$ cat src/rtl/johnson_phase_gen.sv
`default_nettype none
// ============================================================================
// Module   : johnson_phase_gen
// Brief    : Multi-phase Johnson counter with direction, clear, phase tap,
//            wrap strobe and illegal-state self-correction.
// Revision : 1.0 - initial release
// ============================================================================
module johnson_phase_gen #(
    parameter int STAGES = 4,
    parameter int CNT_W  = $clog2(2 * STAGES)
) (
    input  logic                  Clock,
    input  logic                  rst,
    input  logic                  en,
    input  logic                  dir,
    input  logic                  sync_clr,
    input  logic [CNT_W-1:0]      tap_sel,
    output logic [2*STAGES-1:0]   Count_out,
    output logic [CNT_W-1:0]      state_idx,
    output logic                  tap_out,
    output logic                  wrap,
    output logic                  illegal
);

    localparam int         c_NPH      = 2 * STAGES;
    localparam logic [CNT_W-1:0] c_IDX_LAST = CNT_W'(c_NPH - 1);

    logic [STAGES-1:0] r_q;
    logic              r_tap;
    logic              r_wrap;
    logic              r_illegal;

    logic [CNT_W:0]    w_pop;
    logic [CNT_W:0]    w_edges;
    logic              w_legal;
    logic [CNT_W-1:0]  w_idx;
    logic              w_tap;
    logic [STAGES-1:0] w_q_fwd;
    logic [STAGES-1:0] w_q_rev;
    logic              w_wrap_step;

    assign Count_out = {~r_q, r_q};

    // A Johnson pattern has at most one 0/1 boundary between adjacent bits;
    // anything with two or more is unreachable from a legal state.
    always_comb begin
        w_pop   = '0;
        w_edges = '0;
        for (int i = 0; i < STAGES; i++) begin
            w_pop = w_pop + (CNT_W+1)'(r_q[i]);
        end
        for (int i = 0; i < STAGES - 1; i++) begin
            w_edges = w_edges + (CNT_W+1)'(r_q[i] ^ r_q[i+1]);
        end
    end

    assign w_legal = (w_edges <= (CNT_W+1)'(1));

    always_comb begin
        w_idx = '0;
        if (w_legal) begin
            if (r_q[STAGES-1]) begin
                w_idx = CNT_W'(c_NPH - int'(w_pop));
            end else begin
                w_idx = CNT_W'(w_pop);
            end
        end
    end

    assign state_idx = w_idx;

    // Selector values past the last phase bit fall through to zero.
    always_comb begin
        w_tap = 1'b0;
        for (int i = 0; i < c_NPH; i++) begin
            if (tap_sel == CNT_W'(i)) begin
                w_tap = Count_out[i];
            end
        end
    end

    assign w_q_fwd     = {r_q[STAGES-2:0], ~r_q[STAGES-1]};
    assign w_q_rev     = {~r_q[0], r_q[STAGES-1:1]};
    assign w_wrap_step = dir ? (w_idx == '0) : (w_idx == c_IDX_LAST);

    always_ff @(posedge Clock or posedge rst) begin
        if (rst) begin
            r_q       <= '0;
            r_wrap    <= 1'b0;
            r_illegal <= 1'b0;
        end else if (sync_clr) begin
            r_q       <= '0;
            r_wrap    <= 1'b0;
            r_illegal <= 1'b0;
        end else if (!w_legal) begin
            r_q       <= '0;
            r_wrap    <= 1'b0;
            r_illegal <= 1'b1;
        end else if (en) begin
            r_q       <= dir ? w_q_rev : w_q_fwd;
            r_wrap    <= w_wrap_step;
        end else begin
            r_wrap    <= 1'b0;
        end
    end

    // The tap keeps sampling through a synchronous clear.
    always_ff @(posedge Clock or posedge rst) begin
        if (rst) begin
            r_tap <= 1'b0;
        end else begin
            r_tap <= w_tap;
        end
    end

    assign tap_out = r_tap;
    assign wrap    = r_wrap;
    assign illegal = r_illegal;

endmodule
`default_nettype wire
$ cat config.mk
export PLATFORM = sky130hd
export DESIGN_NAME = johnson_phase_gen
export DESIGN_NICKNAME = d
export VERILOG_FILES = /design/src/rtl/johnson_phase_gen.sv
export SDC_FILE = /design/constraint.sdc
export NUM_CORES = 1
export LEC_CHECK = 0
export BUFFER_PORTS_ARGS = -buffer_cell sky130_fd_sc_hd__buf_4
export CORE_MARGIN = 4
export CORE_UTILIZATION = 40
export DETAILED_ROUTE_END_ITERATION = 12
export GPL_TIMING_DRIVEN = 0
export HOLD_SLACK_MARGIN = 0.15
export PLACE_DENSITY = 0.72
export SYNTH_ARGS = -nofsm -noshare
export SYNTH_HDL_FRONTEND = slang
export SYNTH_SLANG_ARGS = --single-unit
export TNS_END_PERCENT = 10
$ cat constraint.sdc
create_clock -name Clock -period 5.5 [get_ports Clock]
set_input_delay 0 -clock Clock [delete_from_list [all_inputs] [get_ports Clock]]
set_output_delay 0 -clock Clock [all_outputs]
set_load 0.01 [all_outputs]
==> results summary <==
The time the final worst path needs with I/O delays and setup is 2900 ps. IR analysis of the VDD net gives a maximum drop of 147 uV. The switching power total is 0.0817 mW.

TritonCTS built the clock tree. The remaining number of nets flagged by the antenna check after routing is 0. 0 antenna diodes ended up in the layout. The post-place setup slack came out at between 2000 and 3000 ps. The share of layout cells above drive strength 1 came out at between 20 and 30%. STA classifies the critical path endpoint as a flop. The share of total power dissipated in the clock network is 22.1%.

The proportion of register bits with asynchronous set or reset after synthesis is between 90% and 100%. The post-synthesis cell count came out at 55. Net switching is 37.0% of the power. The via total after detailed routing is 497. The half-perimeter wire length after detailed placement is 908 um. The end of the worst register-to-register path is wrap. The number of hold violations in the final report is 0. Yosys printed 0 warnings. Gates resized during post-CTS repair numbered 0. Entering global routing, the biggest net connects 10 pins. Setup repair after global routing left no endpoint under its margin. Global routing used 16.0% of the available tracks across all layers. The overall die area is 1990 um^2. The area growth from synthesis to layout is 44.1%.

The final cell utilization of the core is 65.2%. With fillers left out, the area of the finished cells amounts to 773 um^2. The H-tree depth is 1. The number of flops mapped to enable cells by yosys is 0. The non-filler instance count after layout is 97. The highest fanout seen on the critical path came out at 8. After synthesis the netlist holds a flip-flop and latch count of 7. Sequential elements use 32.6% of the synthesized area. By startpoint and endpoint, the worst setup path is classified as reg -> reg. The worst reg2reg path depth came out at 9. The count of cell types in the netlist is 22.

The number of filler instances in the final layout came out at around 100. The first global-routing pass estimated 2180 um of wire. The wire length after detailed routing came out at 1300 um.

The combinational cell fraction of total power came out at a little under half. The initial antenna violation count came out at 0. The number of remaining DRC errors came out at 0. The number of DRC markers after the initial detailed-route iteration came out at 7. The clock latency on the worst-skew pair is 260 ps.

The mean instance size in the synthesized netlist came out at 9.76 um^2. The count of buffers from port buffering is 19. The die is roughly 45 um wide. The cell area after synthesis came out at 537 um^2. Across the run, the number of max-cap violations was 0. The worst hold path begins at dir. The worst hold path was traced through 3 stages. The run finished with clean final reports. The total count of max-transition violations in the final report came out at 0. The detailed-route wire length per cell is 13.4 um. The max-slew headroom at the worst pin is 77.0%. The power per unit of standard cell area came out at 286 nW/um^2.

The area of the core is 1190 um^2. The data arrival time of the critical path came out at 3050 ps. The post-CTS clock slew at the launch and capture registers of the worst setup and hold paths came out at 50 ps. In this run the critical register-to-register path is launched from r_q[0]. The root buffer cell chosen for the clock tree is sky130_fd_sc_hd__clkbuf_4. The buffer depth of the longest clock path came out at 2.

Buffers inserted during clock tree synthesis total 3. For the final routed database, the setup TNS stands at 0 ps. The maximum clock skew at final layout is 0.279 ps. For this run the aggregate overflow at the end of global routing stands at 0. In the routed layout, each cell is associated on average with a via count of 5.12. The area taken by flip-flops and latches came out at 175 um^2. The total power consumption of the routed design is 0.221 mW. The setup slack of the most critical reg-to-reg path is 2600 ps. The worst setup slack after layout is 2600 ps. In this run the core area contains 12 standard-cell rows. Routability-driven placement finished with a final weighted congestion of 0.761. The worst setup path is launched from a flop. The leakage power summed over all cells came out at 0.416 nW. The share of the clock period used by the worst path came out at 52.7%. The internal power component is 0.139 mW. Once placement finished, the instance area stood at 697 um^2. The top flip-flop cell by instance count after synthesis is sky130_fd_sc_hd__dfrtp_1. The fmax came out at 345 MHz.

The tightest min-delay check is of the in -> reg type. The total setup violations reported at the end of the flow is 0. The CTS sink count came out at 7. The number of primary I/O pins is 22.

The total iterations of the first detailed-routing run is 4. The die is 44.6 um tall. The part of the power in registers is 30.6%.

The total instance count after detailed placement came out at 88. The layout net count is 98. The number of global-route vias before repair came out at 458.

Hold is met by 173 ps. The worst-margin pin slew is between 300 and 400 ps. In the final layout, the multi-input gates occupy 309 um^2. The initial utilization of the core area, before any placement, comes to 45.3%. The critical path required time is around 5700 ps. The worst hold path terminates at wrap.

The net count after synthesis is 69.
==> repair_timing <==
| action | CTS | global route |
|---|---|---|
| setup endpoints to repair | 0 | 0 |
| hold buffers | 5 | 0 |
| buffers inserted | 0 | 0 |
| endpoints found under the hold margin | 14 | 0 |
==> state kept, by name, indices dropped and copies added (netlist names) <==
signal,flops
r_q,4
illegal,1
tap_out,1
wrap,1
==> worst max path at each step <==
stage	start	endpoint	slack, ps	cells past startpoint
global route	r_q[1]	wrap	2430	9
CTS	r_q[1]	wrap	2580	9
global placement	r_q[1]	wrap	2610	9
floorplan	r_q[1]	wrap	2720	9
detailed placement	r_q[1]	wrap	2610	9
finish	r_q[0]	wrap	2600	9
==> cells in the final DEF (no fill, tap or decap), types with 2 or more instances in the layout <==
| master | n |
|---|---|
| sky130_fd_sc_hd__buf_4 | 19 |
| sky130_fd_sc_hd__nor2_1 | 8 |
| sky130_fd_sc_hd__inv_1 | 8 |
| sky130_fd_sc_hd__dfrtp_1 | 7 |
| sky130_fd_sc_hd__mux2i_1 | 5 |
| sky130_fd_sc_hd__ha_1 | 5 |
| sky130_fd_sc_hd__dlygate4sd3_1 | 5 |
| sky130_fd_sc_hd__clkbuf_1 | 3 |
| sky130_fd_sc_hd__xor2_1 | 3 |
| sky130_fd_sc_hd__clkbuf_4 | 3 |
| sky130_fd_sc_hd__a2111oi_0 | 2 |
| sky130_fd_sc_hd__nor3_1 | 2 |
==> cells by family after synthesis <==
family	share of synthesized area (%)
AND/OR/NAND/NOR	12.1
buffers and inverters	9.79
flip-flops	32.6
AO/OA/AOI/OAI	9.32
multiplexers	14.2
adder cells (fa/ha/maj)	15.4
XOR/XNOR	6.53
==> critical path, stage by stage, from the launching register on <==
cell	delay, ps
sky130_fd_sc_hd__dfrtp_1	490
sky130_fd_sc_hd__fa_1	520
sky130_fd_sc_hd__ha_1	200
sky130_fd_sc_hd__ha_1	280
sky130_fd_sc_hd__inv_1	60
sky130_fd_sc_hd__ha_1	120
sky130_fd_sc_hd__and2b_1	180
sky130_fd_sc_hd__xnor2_1	150
sky130_fd_sc_hd__or4_1	430
sky130_fd_sc_hd__a2111oi_2	360
==> area by class of cell <==
cell class                 instances  area share, %
sequential                         7           22.7
inverter                           8           3.88
buffer                             4           2.91
multi-input combinational         36           40.0
tap                               14           2.27
clock buffer                       4           3.40
timing repair buffer              24           24.9
==> power by group through the flow <==
stage          Clock (mW)  Combinational [mW]  Sequential (mW)
6_report           0.0488               0.104           0.0676
5_1_grt            0.0542               0.119           0.0692
4_1_cts            0.0499               0.106           0.0674
3_5_place_dp            0               0.100           0.0683
3_3_place_gp            0              0.0979           0.0677
2_1_floorplan           0              0.0566           0.0700
==> cells in the mapped netlist (2+ instances only) <==
library cell / number / area (um^2)
sky130_fd_sc_hd__inv_1: 8 / 30.0
sky130_fd_sc_hd__nor2_1: 8 / 30.0
sky130_fd_sc_hd__dfrtp_1: 7 / 175
sky130_fd_sc_hd__ha_1: 5 / 62.6
sky130_fd_sc_hd__mux2i_1: 5 / 50.1
sky130_fd_sc_hd__xor2_1: 3 / 26.3
sky130_fd_sc_hd__a2111oi_0: 2 / 17.5
sky130_fd_sc_hd__clkbuf_1: 2 / 7.51
sky130_fd_sc_hd__nor3_1: 2 / 10.0
==> routing by layer <==
metal | vias to the layer above | global-route usage, % | part of all wire, %
met2 | 20 | 26.4 | 50
met5 | - | 0 | 0
met1 | 231 | 17.2 | 40
li1 | 241 | - | -
met4 | 0 | 7.23 | 2.2
met3 | 5 | 7.32 | 8.4
Note: power is estimated with default switching activity, not from simulation.
